$ cat config.mk
export PLATFORM = sky130hd
export DESIGN_NAME = chirp_sequencer
export DESIGN_NICKNAME = d
export VERILOG_FILES = /design/src/rtl/chirp_sequencer.sv
export SDC_FILE = /design/constraint.sdc
export NUM_CORES = 1
export LEC_CHECK = 0
export ABC_AREA = 1
export CAP_MARGIN = 20
export CORE_ASPECT_RATIO = 0.7
export CORE_MARGIN = 5
export CORE_UTILIZATION = 64
export CTS_CLUSTER_SIZE = 28
export DETAILED_ROUTE_END_ITERATION = 8
export PLACE_DENSITY = 0.87
export SLEW_MARGIN = 20
export SYNTH_ARGS = -nofsm -noshare
export SYNTH_HDL_FRONTEND = slang
export SYNTH_SLANG_ARGS = --single-unit
export TNS_END_PERCENT = 5
$ cat constraint.sdc
create_clock -name clk -period 4.7 [get_ports clk]
set_clock_uncertainty 0.05 [all_clocks]
set_input_delay 0.94 -clock clk [delete_from_list [all_inputs] [get_ports clk]]
set_output_delay 0.94 -clock clk [all_outputs]
set_load 0.03 [all_outputs]
$ cat src/rtl/chirp_sequencer.sv
`default_nettype none
// ---------------------------------------------------------------------------
// chirp_sequencer: steps the chirp generator through a table of profiles,
// reprogramming it and pulsing its reset between profiles.
// Optional feature macro: CHIRP_SEQ_LOOP_EN (adds the loop input).
// Revision: 1.0
// ---------------------------------------------------------------------------
module chirp_sequencer #(
  parameter int N    = 32,
  parameter int PROF = 4,
  parameter int AW   = 2
) (
  input  logic          clk,
  input  logic          rst,
  input  logic          cfg_we,
  input  logic [AW-1:0] cfg_addr,
  input  logic [2:0]    cfg_field,
  input  logic [N-1:0]  cfg_wdata,
  input  logic          start,
  input  logic          stop,
  input  logic [AW-1:0] last_prof,
`ifdef CHIRP_SEQ_LOOP_EN
  input  logic          loop,
`endif
  input  logic          chirp_wrap,
  output logic [N-1:0]  min_ctrl,
  output logic [N-1:0]  max_ctrl,
  output logic [N-1:0]  inc_rate,
  output logic [N-1:0]  div_rate,
  output logic          reverse,
  output logic [7:0]    delay,
  output logic          gen_rst,
  output logic          busy,
  output logic [AW-1:0] prof_idx,
  output logic          seq_done
);

  typedef enum logic [1:0] {
    S_IDLE   = 2'd0,
    S_LOAD   = 2'd1,
    S_SETTLE = 2'd2,
    S_RUN    = 2'd3
  } state_t;

  logic [N-1:0] min_tbl_q [PROF];
  logic [N-1:0] max_tbl_q [PROF];
  logic [N-1:0] inc_tbl_q [PROF];
  logic [N-1:0] div_tbl_q [PROF];
  logic [7:0]   rep_tbl_q [PROF];
  logic [7:0]   dly_tbl_q [PROF];
  logic         rev_tbl_q [PROF];

  state_t       state_q, state_d;
  logic [AW-1:0] prof_q, prof_d;
  logic [AW-1:0] last_q, last_d;
  logic [7:0]   cnt_q, cnt_d;
  logic         done_q, done_d;
  logic [N-1:0] min_q, max_q, inc_q, div_q;
  logic [7:0]   rep_q, dly_q;
  logic         rev_q;
  logic         load_en;
  logic [AW-1:0] load_idx;
  logic [7:0]   w_eff_rep;
  logic         w_loop;

`ifdef CHIRP_SEQ_LOOP_EN
  assign w_loop = loop;
`else
  assign w_loop = 1'b0;
`endif

  // Profile table has no reset; software programs it before use.
  always_ff @(posedge clk) begin
    if (cfg_we) begin
      case (cfg_field)
        3'd0: min_tbl_q[cfg_addr] <= cfg_wdata;
        3'd1: max_tbl_q[cfg_addr] <= cfg_wdata;
        3'd2: inc_tbl_q[cfg_addr] <= cfg_wdata;
        3'd3: div_tbl_q[cfg_addr] <= cfg_wdata;
        3'd4: begin
          rep_tbl_q[cfg_addr] <= cfg_wdata[7:0];
          dly_tbl_q[cfg_addr] <= cfg_wdata[15:8];
          rev_tbl_q[cfg_addr] <= cfg_wdata[16];
        end
        default: ;
      endcase
    end
  end

  assign w_eff_rep = (rep_q == 8'd0) ? 8'd1 : rep_q;

  // Config is loaded on the transition into LOAD so it is valid during LOAD.
  always_comb begin
    state_d  = state_q;
    prof_d   = prof_q;
    last_d   = last_q;
    cnt_d    = cnt_q;
    done_d   = 1'b0;
    load_en  = 1'b0;
    load_idx = '0;
    case (state_q)
      S_IDLE: begin
        if (start && !stop) begin
          state_d  = S_LOAD;
          prof_d   = '0;
          last_d   = last_prof;
          load_en  = 1'b1;
          load_idx = '0;
        end
      end
      S_LOAD: begin
        cnt_d   = '0;
        state_d = stop ? S_IDLE : S_SETTLE;
      end
      S_SETTLE: begin
        state_d = stop ? S_IDLE : S_RUN;
      end
      S_RUN: begin
        if (stop) begin
          state_d = S_IDLE;
        end else if (chirp_wrap) begin
          if (cnt_q + 8'd1 == w_eff_rep) begin
            if (prof_q != last_q) begin
              state_d  = S_LOAD;
              prof_d   = prof_q + AW'(1);
              load_en  = 1'b1;
              load_idx = prof_q + AW'(1);
            end else if (w_loop) begin
              state_d  = S_LOAD;
              prof_d   = '0;
              load_en  = 1'b1;
              load_idx = '0;
            end else begin
              state_d = S_IDLE;
              done_d  = 1'b1;
            end
          end else begin
            cnt_d = cnt_q + 8'd1;
          end
        end
      end
      default: state_d = S_IDLE;
    endcase
  end

  always_ff @(posedge clk) begin
    if (rst) begin
      state_q <= S_IDLE;
      prof_q  <= '0;
      last_q  <= '0;
      cnt_q   <= '0;
      done_q  <= 1'b0;
      min_q   <= '0;
      max_q   <= '0;
      inc_q   <= '0;
      div_q   <= '0;
      rep_q   <= '0;
      dly_q   <= '0;
      rev_q   <= 1'b0;
    end else begin
      state_q <= state_d;
      prof_q  <= prof_d;
      last_q  <= last_d;
      cnt_q   <= cnt_d;
      done_q  <= done_d;
      if (load_en) begin
        min_q <= min_tbl_q[load_idx];
        max_q <= max_tbl_q[load_idx];
        inc_q <= inc_tbl_q[load_idx];
        div_q <= div_tbl_q[load_idx];
        rep_q <= rep_tbl_q[load_idx];
        dly_q <= dly_tbl_q[load_idx];
        rev_q <= rev_tbl_q[load_idx];
      end
    end
  end

  assign min_ctrl = min_q;
  assign max_ctrl = max_q;
  assign inc_rate = inc_q;
  assign div_rate = div_q;
  assign reverse  = rev_q;
  assign delay    = dly_q;
  assign gen_rst  = (state_q != S_RUN);
  assign busy     = (state_q != S_IDLE);
  assign prof_idx = prof_q;
  assign seq_done = done_q;

endmodule
`default_nettype wire

After elaboration in Yosys (flattened, before gate mapping) --
Memory sizes are Yosys's and may differ from the RTL's. A register that Yosys moved wholly into a read port is not among the register bits. Cells that the tools add are included.
Storage, ports and cells: bits of input ports 45, memories 7, flip-flop bits (word level) 15, output and inout bits 142, bits in writable memories 580
Cells by class: equal/unequal tests 18, add/subtract/negate cells 2, bitwise logic cells 3, muxes and demuxes 46, reductions and logical operators 13
Memory list:
- div_tbl_q | words 4, bits a word 32, read ports 1, clocked after Yosys merged registers in 1, wr ports 1, line 48 | logic [N-1:0] div_tbl_q [PROF];
- inc_tbl_q | words 4, bits a word 32, read ports 1, clocked after Yosys merged registers in 1, wr ports 1, line 47 | logic [N-1:0] inc_tbl_q [PROF];
- max_tbl_q | words 4, bits a word 32, read ports 1, clocked after Yosys merged registers in 1, wr ports 1, line 46 | logic [N-1:0] max_tbl_q [PROF];
- min_tbl_q | words 4, bits a word 32, read ports 1, clocked after Yosys merged registers in 1, wr ports 1, line 45 | logic [N-1:0] min_tbl_q [PROF];
- dly_tbl_q | words 4, bits a word 8, read ports 1, clocked after Yosys merged registers in 1, wr ports 1, line 50 | logic [7:0] dly_tbl_q [PROF];
- rep_tbl_q | words 4, bits a word 8, read ports 1, clocked after Yosys merged registers in 1, wr ports 1, line 49 | logic [7:0] rep_tbl_q [PROF];
- +1 memories
Operators by type and width (count):
- $mux W2 | 16
- $mux W8 | 4
- $mux W1 | 22
- $pmux W8 S2 | 1
- $ne A2 B2 Y1 const B | 7
- $add A8 B1 Y8 const B | 1
- $eq A8 B8 Y1 | 1
- $logic_not A8 Y1 | 1
- $pmux W2 S4 | 1
- $eq A3 B2 Y1 const B | 2
- $ne A3 B3 Y1 const B | 2
- $reduce_and A6 Y1 | 1
- $reduce_bool A2 Y1 | 3
- $reduce_or A5 Y1 | 1
- $eq A2 B2 Y1 const B | 2
- $pmux W2 S2 | 1
- $reduce_and A4 Y1 | 1
- $eq A3 B1 Y1 const B | 1
- $eq A3 B3 Y1 const B | 1
- $logic_not A3 Y1 | 1
- $not A1 Y1 | 3
- $reduce_and A3 Y1 | 1
- $add A2 B1 Y2 const B | 1
- $eq A2 B1 Y1 const B | 1
- 6 further kinds | 6

Longest topological paths before layout --
Gate-level depths: netlist (run 1).
depth after elaboration 7, depth in mapped cells 18, depth with buffers taken out 17

Worst setup path before layout (run 1) --
OpenSTA, ideal clock, no wires.
path type input to register, start point in cfg_we, end point mem inc_tbl_q[0][0], enable pin, required time 4229 ps, stages 4, slack 1568 ps, arrival 2661 ps, cell sequence inv_1 -> nor2_1 -> nand3b_1 -> nor2_1
On the way: word-level cells in the longest chain between the ends 2
Ends and longest elaborated chain:
- start: declaration | line 15 | input logic cfg_we,
- $mux W1 | line 74 | if (cfg_we) begin
- $mux W1 (implied by the code) | line 78 | 3'd2: inc_tbl_q[cfg_addr] <= cfg_wdata;
- end: declaration | line 47
Every way passes these cells.

Final worst setup path (run 1) --
start point reg cnt_q[0], end point reg max_q[11], in the netlist max_ctrl[11] (read register of max_tbl_q)
On the way: word-level cells in the longest chain between the ends 6
Ends and longest elaborated chain:
- start: declaration | line 56 | logic [7:0] cnt_q, cnt_d;
- start signal: assignment | line 164 | cnt_q <= cnt_d;
- $add A8 B1 Y8 * | line 122 | if (cnt_q + 8'd1 == w_eff_rep) begin
- $eq A8 B8 Y1 * | line 122
- $mux W1 / $mux W2 (equally long branches) | line 122
- $mux W1 / $mux W2 (equally long branches) | line 121 | end else if (chirp_wrap) begin
- $mux W1 / $mux W2 (equally long branches) | line 119 | if (stop) begin
- $pmux W1 S2 / $mux W2 (equally long branches)
- end: declaration | line 58 | logic [N-1:0] min_q, max_q, inc_q, div_q;
Mark *: on every way between the ends. The rest lies on a longest branch, timed or not. A chain may end at the register's enable or synchronous reset.

==> out/qor_table.md, run 1 <==
| Quantity | Value | Unit |
|:---|:---|:---|
| Die span in x | 271.2 | um |
| Largest cells by area after synthesis | sky130_fd_sc_hd__edfxtp_1 (57%), sky130_fd_sc_hd__nand2_1 (13%), sky130_fd_sc_hd__dfxtp_1 (10%) | - |
| Library cells used by synthesis | 26 | - |
| Drt wl/cell | 20.11 | um |
| Worst r2r path cells | 18 | - |
| Number of setup buffers added after CTS | 0 | - |
| Met2 usage | 51.03 | % |
| Period utilisation layout | 76.94 | % |
| Iteration count of the initial detailed-routing pass | 5 | - |
| Minimum clock period after layout | 3.616 | ns |
| Number of warnings reported in the yosys synthesis log | 0 | - |
| Commonest cells in the netlist | sky130_fd_sc_hd__nand2_1 (1,091), sky130_fd_sc_hd__edfxtp_1 (580), sky130_fd_sc_hd__nor2_1 (470) | - |
| Transition time at the pin with the least slew margin | 1.159 | ns |
| Total count of max-transition violations in the final report | 0 | - |
| Source of the worst hold timing path | last_q[0]$_SDFFE_PP0P_ | - |
| Cell area after technology mapping | 30,570 | um^2 |
| Pleak | 14.45 | nW |
| Die ar. | 52,310 | um^2 |
| GR met1 Demand/Resource | 38.42 | % |
| Area added between synthesis and finish | 15.68 | % |
| Final cell area excluding filler cells | 35,370 | um^2 |
| Slew margin rel. | 22.50 | % |
| # nets final | 3,346 | - |
| End of the worst register-to-register path | max_ctrl[11]$_SDFFE_PP0P_ | - |
| Power Dens Cells | 487.2 | nW/um^2 |
| CTS buffer count | 68 | - |
| Primary FF master, synth | sky130_fd_sc_hd__edfxtp_1 | - |
| DRC Markers | 0 | - |
| First-pass GRT wire length | 122.3 | mm |
| Number of enable-type register cells in the synthesized netlist | 580 | - |
| Post-synthesis register bit count | 740 | - |
| Crit Reg-Reg Startpoint | cnt_q[0]$_SDFFE_PP0P_ | - |
| Number of placed cells counting well taps | 3,845 | - |
| Max-capacitance violation count | 0 | - |
| Critical-path cell with the highest stage delay | sky130_fd_sc_hd__buf_12 | - |
| CTS Buffer Depth | 3 | - |
| Share of flip-flops with an asynchronous set or reset after synthesis | 0 | % |
| Crit path launch type | flop | - |
| Tot GR Track Use | 30.16 | % |
| Type of destination of the critical path | flop | - |
| TritonCTS clock tree | yes | - |
| Antenna Nets Post-Route | 0 | - |
| Hold-fix buffer count after cts | 0 | - |
| Number of levels the H-tree was split into | 3 | - |
| Syn_area_per_cell | 9.645 | um^2 |
| Cell depth of the worst hold path | 2 | - |
| Global route hottest layer | met2 | - |
| Proportion of synthesized chip area in sequential cells | 67.44 | % |
| Vias in the first global route | 23,003 | - |
| Clock root buffer master | sky130_fd_sc_hd__clkbuf_16 | - |
| Setup violators final | 0 | - |
| Hold Path End | last_q[0]$_SDFFE_PP0P_ | - |
| Final Hold Vio Count | 0 | - |
| DR vias/cell | 5.712 | - |
| Gates resized, CTS repair | 0 | - |
| CP peak stage delay | 0.55 | ns |
| Post-route setup TNS | 0 | ns |
| Required arrival time at the worst endpoint | 5.14 | ns |
| R2R Setup Slk | 1.08 | ns |
| Share of the synthesized area in the top cell type | 56.97 | % |
| DPL Wire Length | 44.92 | mm |
| Most common cell in the synthesized netlist | sky130_fd_sc_hd__nand2_1 | - |
| Area inside the core boundary | 47,530 | um^2 |
| Vias | 22,684 | - |
| Clock tree sinks | 740 | - |
| Layout cells sized above 1 | 5.134 | % |
| Final global-route overflow total | 0 | - |
| Gp weighted congestion | 0.8411 | - |
| Pin count of the biggest net entering global routing | 148 | - |
| Critical Path, Cell by Cell | ha_1, nand2_1, nor2_1, nand2_1, nand2_1, nand3_1, nand2_1, nand2_1, nor2_4, buf_12, nand3_4, buf_12, nand2_1, nand2_1, nand2_1, nand2_1, nor2_1, nor2_1 | - |
| Clock latency at the later pin of the worst-skew pair | 0.60 | ns |
| Count of fill cells added during filler insertion | 2,877 | - |
| Critical path's top delay family | simple AND/OR/NAND/NOR gates | - |
| Number of antenna repair diodes | 0 | - |
| Number of I/O pins | 187 | - |
| Cell with the most instances on the worst path | sky130_fd_sc_hd__nand2_1 | - |
| Worst min-delay path class | flop to flop | - |
| Cell area after placement | 33,130 | um^2 |
| Met3 capacity usage during global routing | 5.941 | % |
| Critical path buffer and inverter count | 2 | - |
| Post-Syn Instances | 3,170 | - |
| Final cell count without fillers | 3,971 | - |
| Highest Clock Rate | 276.6 | MHz |
| Critical path peak fanout | 147 | - |
| Top cell type by total area after synthesis | sky130_fd_sc_hd__edfxtp_1 | - |
| Starting utilization of the core area | 64.32 | % |
| Net count of the mapped netlist | 3,220 | - |
| Result of the run | complete, no violations | - |
| Largest vdd supply drop | 0.0009506 | V |
| Initial antenna violation count | 0 | - |
| Worst endpoint data arrival time | 4.06 | ns |
| Die Span Y | 192.9 | um |
| Clock-pin slew of the registers on the worst-case setup and hold paths | 0.06 | ns |
| Placement row count | 67 | - |
| Category of the critical setup timing path | flop to flop | - |
| Unrepaired setup endpoints after global routing | no | - |
| Count of input and output buffers | 186 | - |
| DR iter-0 viols | 2,952 | - |
| WL final | 79.87 | mm |
[worst max-delay path by stage]
| stage | endpoint | cells past startpoint | start | slack (ns) |
|---|---|---|---|---|
| 6_report | max_ctrl[11]$_SDFFE_PP0P_ | 18 | cnt_q[0]$_SDFFE_PP0P_ | 1.08 |
| 5_1_grt | max_ctrl[1]$_SDFFE_PP0P_ | 18 | cnt_q[0]$_SDFFE_PP0P_ | 0.82 |
| 4_1_cts | max_ctrl[11]$_SDFFE_PP0P_ | 18 | cnt_q[0]$_SDFFE_PP0P_ | 1.15 |
| 3_5_place_dp | min_ctrl[31]$_SDFFE_PP0P_ | 13 | stop | 1.02 |
| 3_3_place_gp | max_ctrl[11]$_SDFFE_PP0P_ | 12 | stop | 1.10 |
| 2_1_floorplan | inc_tbl_q[0][0]$_DFFE_PP_ | 4 | cfg_we | 1.57 |
[final cells by class]
type / instances / area (um^2) / area share (%)
multi-input cells: 1933 / 8167 / 23.09
clock inverters: 33 / 334.1 / 0.9445
repair buffers: 229 / 2374 / 6.711
flip-flops and latches: 740 / 20620 / 58.30
inverters: 324 / 1226 / 3.467
well taps: 621 / 777.0 / 2.197
clock buffers: 91 / 1872 / 5.292
[tightest hold or removal path, stage by stage (launching register included)]
cell	delay, ns
sky130_fd_sc_hd__dfxtp_1	0.32
sky130_fd_sc_hd__inv_1	0.07
sky130_fd_sc_hd__a21oi_1	0.05
[metal layers]
layer,part of all wire [%],vias to the layer above
met5,0,-
met4,3.9,0
met1,36,10578
met3,11,236
li1,-,10479
met2,49,1391
[flip-flops by register name (all words and copies together) (netlist names), 128 cells and up]
name / flops
div_tbl_q: 128
inc_tbl_q: 128
max_tbl_q: 128
min_tbl_q: 128
[cells by family after synthesis]
family	after synthesis	synth area share, %
flops	740	67.44
fa+ha+maj	5	0.2046
compound gates	170	2.836
simple gates	1755	23.04
xor+xnor	3	0.08595
buf+inv	497	6.388
[report_power, final]
group	switching [mW]	total, mW	internal [mW]	leakage, nW
Combinational	2.83	3.98	1.14	6.84
Clock	2.38	5.52	3.15	1.07
Sequential	0.281	7.73	7.45	6.53
[stage by stage]
stage | total power, mW | util (%) | hold WS (ns) | setup slack (ns)
6_report | 17.23 | 74.41 | 0.4293 | 1.084
5_1_grt | 17.87 | 74.41 | 0.4648 | 0.8173
4_1_cts | 17.22 | 74.35 | 0.4310 | 1.152
3_5_place_dp | 11.76 | 69.71 | 0.4217 | 1.021
3_3_place_gp | 11.65 | 69.68 | 0.4145 | 1.097
2_1_floorplan | 10.21 | - | 0.3940 | 1.568
[placed cells by master, fill, tap and decap left out, types with 2 or more instances in the layout]
cell	Yosys	final
sky130_fd_sc_hd__nand2_1	1091	1090
sky130_fd_sc_hd__edfxtp_1	580	580
sky130_fd_sc_hd__nor2_1	470	450
sky130_fd_sc_hd__inv_1	321	320
sky130_fd_sc_hd__clkdlybuf4s50_1	0	183
sky130_fd_sc_hd__dfxtp_1	160	160
sky130_fd_sc_hd__nand4_1	152	152
sky130_fd_sc_hd__o21ai_0	84	84
sky130_fd_sc_hd__clkbuf_16	0	71
sky130_fd_sc_hd__o21ai_1	67	67
sky130_fd_sc_hd__nand3_1	33	32
sky130_fd_sc_hd__buf_4	6	26
sky130_fd_sc_hd__nor2_4	1	20
sky130_fd_sc_hd__clkbuf_1	107	18
sky130_fd_sc_hd__a21oi_1	16	16
sky130_fd_sc_hd__buf_12	0	16
sky130_fd_sc_hd__clkinv_1	3	13
sky130_fd_sc_hd__clkinv_2	0	10
sky130_fd_sc_hd__bufinv_16	0	6
sky130_fd_sc_hd__nor2_2	4	5
sky130_fd_sc_hd__ha_1	5	5
sky130_fd_sc_hd__inv_6	0	4
sky130_fd_sc_hd__buf_2	52	3
sky130_fd_sc_hd__nand3b_1	2	2
sky130_fd_sc_hd__xnor2_1	2	2
sky130_fd_sc_hd__clkbuf_8	0	2
sky130_fd_sc_hd__clkinv_8	0	2
Note: power is estimated with default switching activity, not from simulation.
==> run 2: changes to the inputs <==
Settings changed: CORE_UTILIZATION 64 to 59, PLACE_DENSITY 0.87 to 0.81.
Clock period 4.7 ns to 3.72 ns, I/O delays scaled along.
==> run 2 against run 1 <==
  * Via count down 0.26%
  * Critical path type unchanged
  * Largest power group unchanged
  * Clock-buffer cell count grew 8
  * Sequential share of layout area down 0.35 points
==> out/qor_table.md, run 2 (same netlist as run 1, synthesis figures left out) <==
| Quantity | Value | Unit |
|:---|:---|:---|
| Required arrival time at the worst endpoint | 4.15 | ns |
| Max-capacitance violation count | 0 | - |
| Switching Fraction | 31.80 | % |
| Source of the worst hold timing path | last_q[1]$_SDFFE_PP0P_ | - |
| WL final | 79.43 | mm |
| Clock tree sinks | 740 | - |
| Clock latency at the later pin of the worst-skew pair | 0.60 | ns |
| Number of I/O pins | 187 | - |
| Number of levels the H-tree was split into | 3 | - |
| Combinational power share | 23.5 | % |
| Starting utilization of the core area | 59.92 | % |
| CTS buffer count | 67 | - |
| Hold Path End | last_q[1]$_SDFFE_PP0P_ | - |
| Hold-fix buffer count after cts | 0 | - |
| Highest Clock Rate | 301.6 | MHz |
| DPL Wire Length | 45.11 | mm |
| Area inside the core boundary | 51,020 | um^2 |
| Pleak | 14.52 | nW |
| Total count of max-transition violations in the final report | 0 | - |
| End of the worst register-to-register path | min_ctrl[8]$_SDFFE_PP0P_ | - |
| Vias | 22,625 | - |
| Clock-pin slew of the registers on the worst-case setup and hold paths | 0.07 | ns |
| Layout cells sized above 1 | 5.442 | % |
| Die Span Y | 200.5 | um |
| # nets final | 3,361 | - |
| Final Hold Vio Count | 0 | - |
| Count of fill cells added during filler insertion | 3,547 | - |
| TritonCTS clock tree | yes | - |
| Int Power | 14.85 | mW |
| Utilization after layout | 69.74 | % |
| Tot GR Track Use | 27.75 | % |
| Transition time at the pin with the least slew margin | 1.143 | ns |
| Period utilisation layout | 89.13 | % |
| Area added between synthesis and finish | 16.38 | % |
| Switching Power | 6.924 | mW |
| Critical path peak fanout | 31 | - |
| Power Dens Cells | 611.9 | nW/um^2 |
| Post-route setup TNS | 0 | ns |
| First-pass GRT wire length | 122.9 | mm |
| Commonest non-fill, non-tap cells in the layout | sky130_fd_sc_hd__nand2_1 (1,090), sky130_fd_sc_hd__edfxtp_1 (580), sky130_fd_sc_hd__nor2_1 (450), sky130_fd_sc_hd__inv_1 (320), sky130_fd_sc_hd__clkdlybuf4s50_1 (185) | - |
| DR iter-0 viols | 2,722 | - |
| Category of the critical setup timing path | flop to flop | - |
| Iteration count of the initial detailed-routing pass | 7 | - |
| Most common library cell in the layout ignoring fill and taps | sky130_fd_sc_hd__nand2_1 | - |
| Initial antenna violation count | 3 | - |
| Sequential share of power | 44.9 | % |
| Placement row count | 69 | - |
| Setup crit start | cnt_q[0]$_SDFFE_PP0P_ | - |
| Clock root buffer master | sky130_fd_sc_hd__clkbuf_16 | - |
| Worst r2r path cells | 16 | - |
| Gates resized, CTS repair | 0 | - |
| Cell depth of the worst hold path | 2 | - |
| CTS Buffer Depth | 3 | - |
| Vias in the first global route | 22,240 | - |
| Worst endpoint data arrival time | 3.75 | ns |
| Die ar. | 56,550 | um^2 |
| Slew margin rel. | 23.56 | % |
| Count of input and output buffers | 186 | - |
| Number of setup buffers added after CTS | 0 | - |
| Crit path launch type | flop | - |
| Crit Reg-Reg Startpoint | cnt_q[0]$_SDFFE_PP0P_ | - |
| DRC Markers | 0 | - |
| Pin count of the biggest net entering global routing | 175 | - |
| Worst min-delay path class | flop to flop | - |
| Result of the run | complete, no violations | - |
| Type of destination of the critical path | flop | - |
| Largest vdd supply drop | 0.0006340 | V |
| R2R Setup Slk | 0.40 | ns |
| Minimum clock period after layout | 3.316 | ns |
| Drt wl/cell | 19.67 | um |
| Unrepaired setup endpoints after global routing | no | - |
| DR vias/cell | 5.602 | - |
| Gp weighted congestion | 0.8201 | - |
| Antenna Nets Post-Route | 0 | - |
| Die span in x | 282.1 | um |
| Fraction of power consumed by the clock network | 31.6 | % |
| Final global-route overflow total | 0 | - |
| Setup violators final | 0 | - |
-- run 2: cell types whose count changed in the layout (fill, tap and decap cells not counted), sizes merged --
cell / previous run / this run
clkdlybuf4s50: 183 / 185
clkinv: 25 / 16
bufinv: 6 / 5
clkbuf: 91 / 99
buf: 46 / 60
diode: 0 / 2
clkinvlp: 2 / 1
-- run 2: how the worst max path moves through the flow --
stage | to | slack, ns | cells past startpoint
after global routing | min_ctrl[8]$_SDFFE_PP0P_ | 0.21 | 16
after detailed placement | max_ctrl[28]$_SDFFE_PP0P_ | 0.46 | 13
after CTS | min_ctrl[8]$_SDFFE_PP0P_ | 0.46 | 16
after global placement | div_rate[26]$_SDFFE_PP0P_ | 0.49 | 13
after floorplan | inc_tbl_q[0][0]$_DFFE_PP_ | 0.78 | 4
final | min_ctrl[8]$_SDFFE_PP0P_ | 0.40 | 16
-- run 2: power by group through the flow --
stage | Sequential (mW) | Combinational [mW] | Clock [mW]
after detailed placement | 9.93 | 5.02 | 0
after global routing | 9.80 | 5.49 | 7.32
after global placement | 9.92 | 4.94 | 0
after CTS | 9.77 | 5.06 | 6.95
final | 9.77 | 5.12 | 6.89
after floorplan | 10.6 | 2.34 | 0
-- run 2: area by class of cell --
cell class	instances	area [um^2]	area share, %
antenna	2	5.005	0.01407
clock buffer	99	1929	5.422
clock inverter	22	235.2	0.6611
inverter	324	1226	3.446
multi-input combinational	1933	8162	22.94
sequential	740	20620	57.95
tap	674	843.3	2.370
timing repair buffer	245	2562	7.201
-- run 2: metal layers --
| layer | routed length (um) | global-route usage (%) | vias up | part of all wire (%) |
|---|---|---|---|---|
| li1 | - | - | 10522 | - |
| met1 | 30790 | 37.71 | 10782 | 39 |
| met2 | 38330 | 45.80 | 1149 | 48 |
| met3 | 8028 | 5.557 | 168 | 10 |
| met4 | 2240 | 8.371 | 4 | 2.8 |
| met5 | 34 | 0 | - | 0.043 |
-- run 2: critical path, stage by stage, from the launching register on --
cell                      delay (ns)
sky130_fd_sc_hd__dfxtp_1        0.39
sky130_fd_sc_hd__ha_1           0.24
sky130_fd_sc_hd__nand2_1        0.09
sky130_fd_sc_hd__nor2_1         0.26
sky130_fd_sc_hd__nand2_1        0.13
sky130_fd_sc_hd__nand2_1        0.14
sky130_fd_sc_hd__nand3_1        0.08
sky130_fd_sc_hd__nand2_1        0.07
sky130_fd_sc_hd__nand2_1        0.08
sky130_fd_sc_hd__nor2_4         0.23
sky130_fd_sc_hd__nand4_2        0.24
sky130_fd_sc_hd__a21oi_4        0.21
sky130_fd_sc_hd__buf_12         0.24
sky130_fd_sc_hd__buf_4          0.37
sky130_fd_sc_hd__nand2_1        0.10
sky130_fd_sc_hd__nor2_1         0.20
sky130_fd_sc_hd__nor2_1         0.06
-- run 2: through the flow --
stage | setup WS [ns] | area [um^2] | total power, mW | hold slack [ns] | std cells
6_report | 0.4042 | 35580 | 21.77 | 0.4328 | 4039
5_1_grt | 0.2074 | 35580 | 22.61 | 0.4474 | 4037
4_1_cts | 0.4615 | 35580 | 21.78 | 0.4343 | 4037
3_5_place_dp | 0.4573 | 33420 | 14.95 | 0.4219 | 3916
3_3_place_gp | 0.4883 | 33420 | 14.85 | 0.4154 | 3916
2_1_floorplan | 0.7843 | 30570 | 12.90 | 0.3940 | 3170
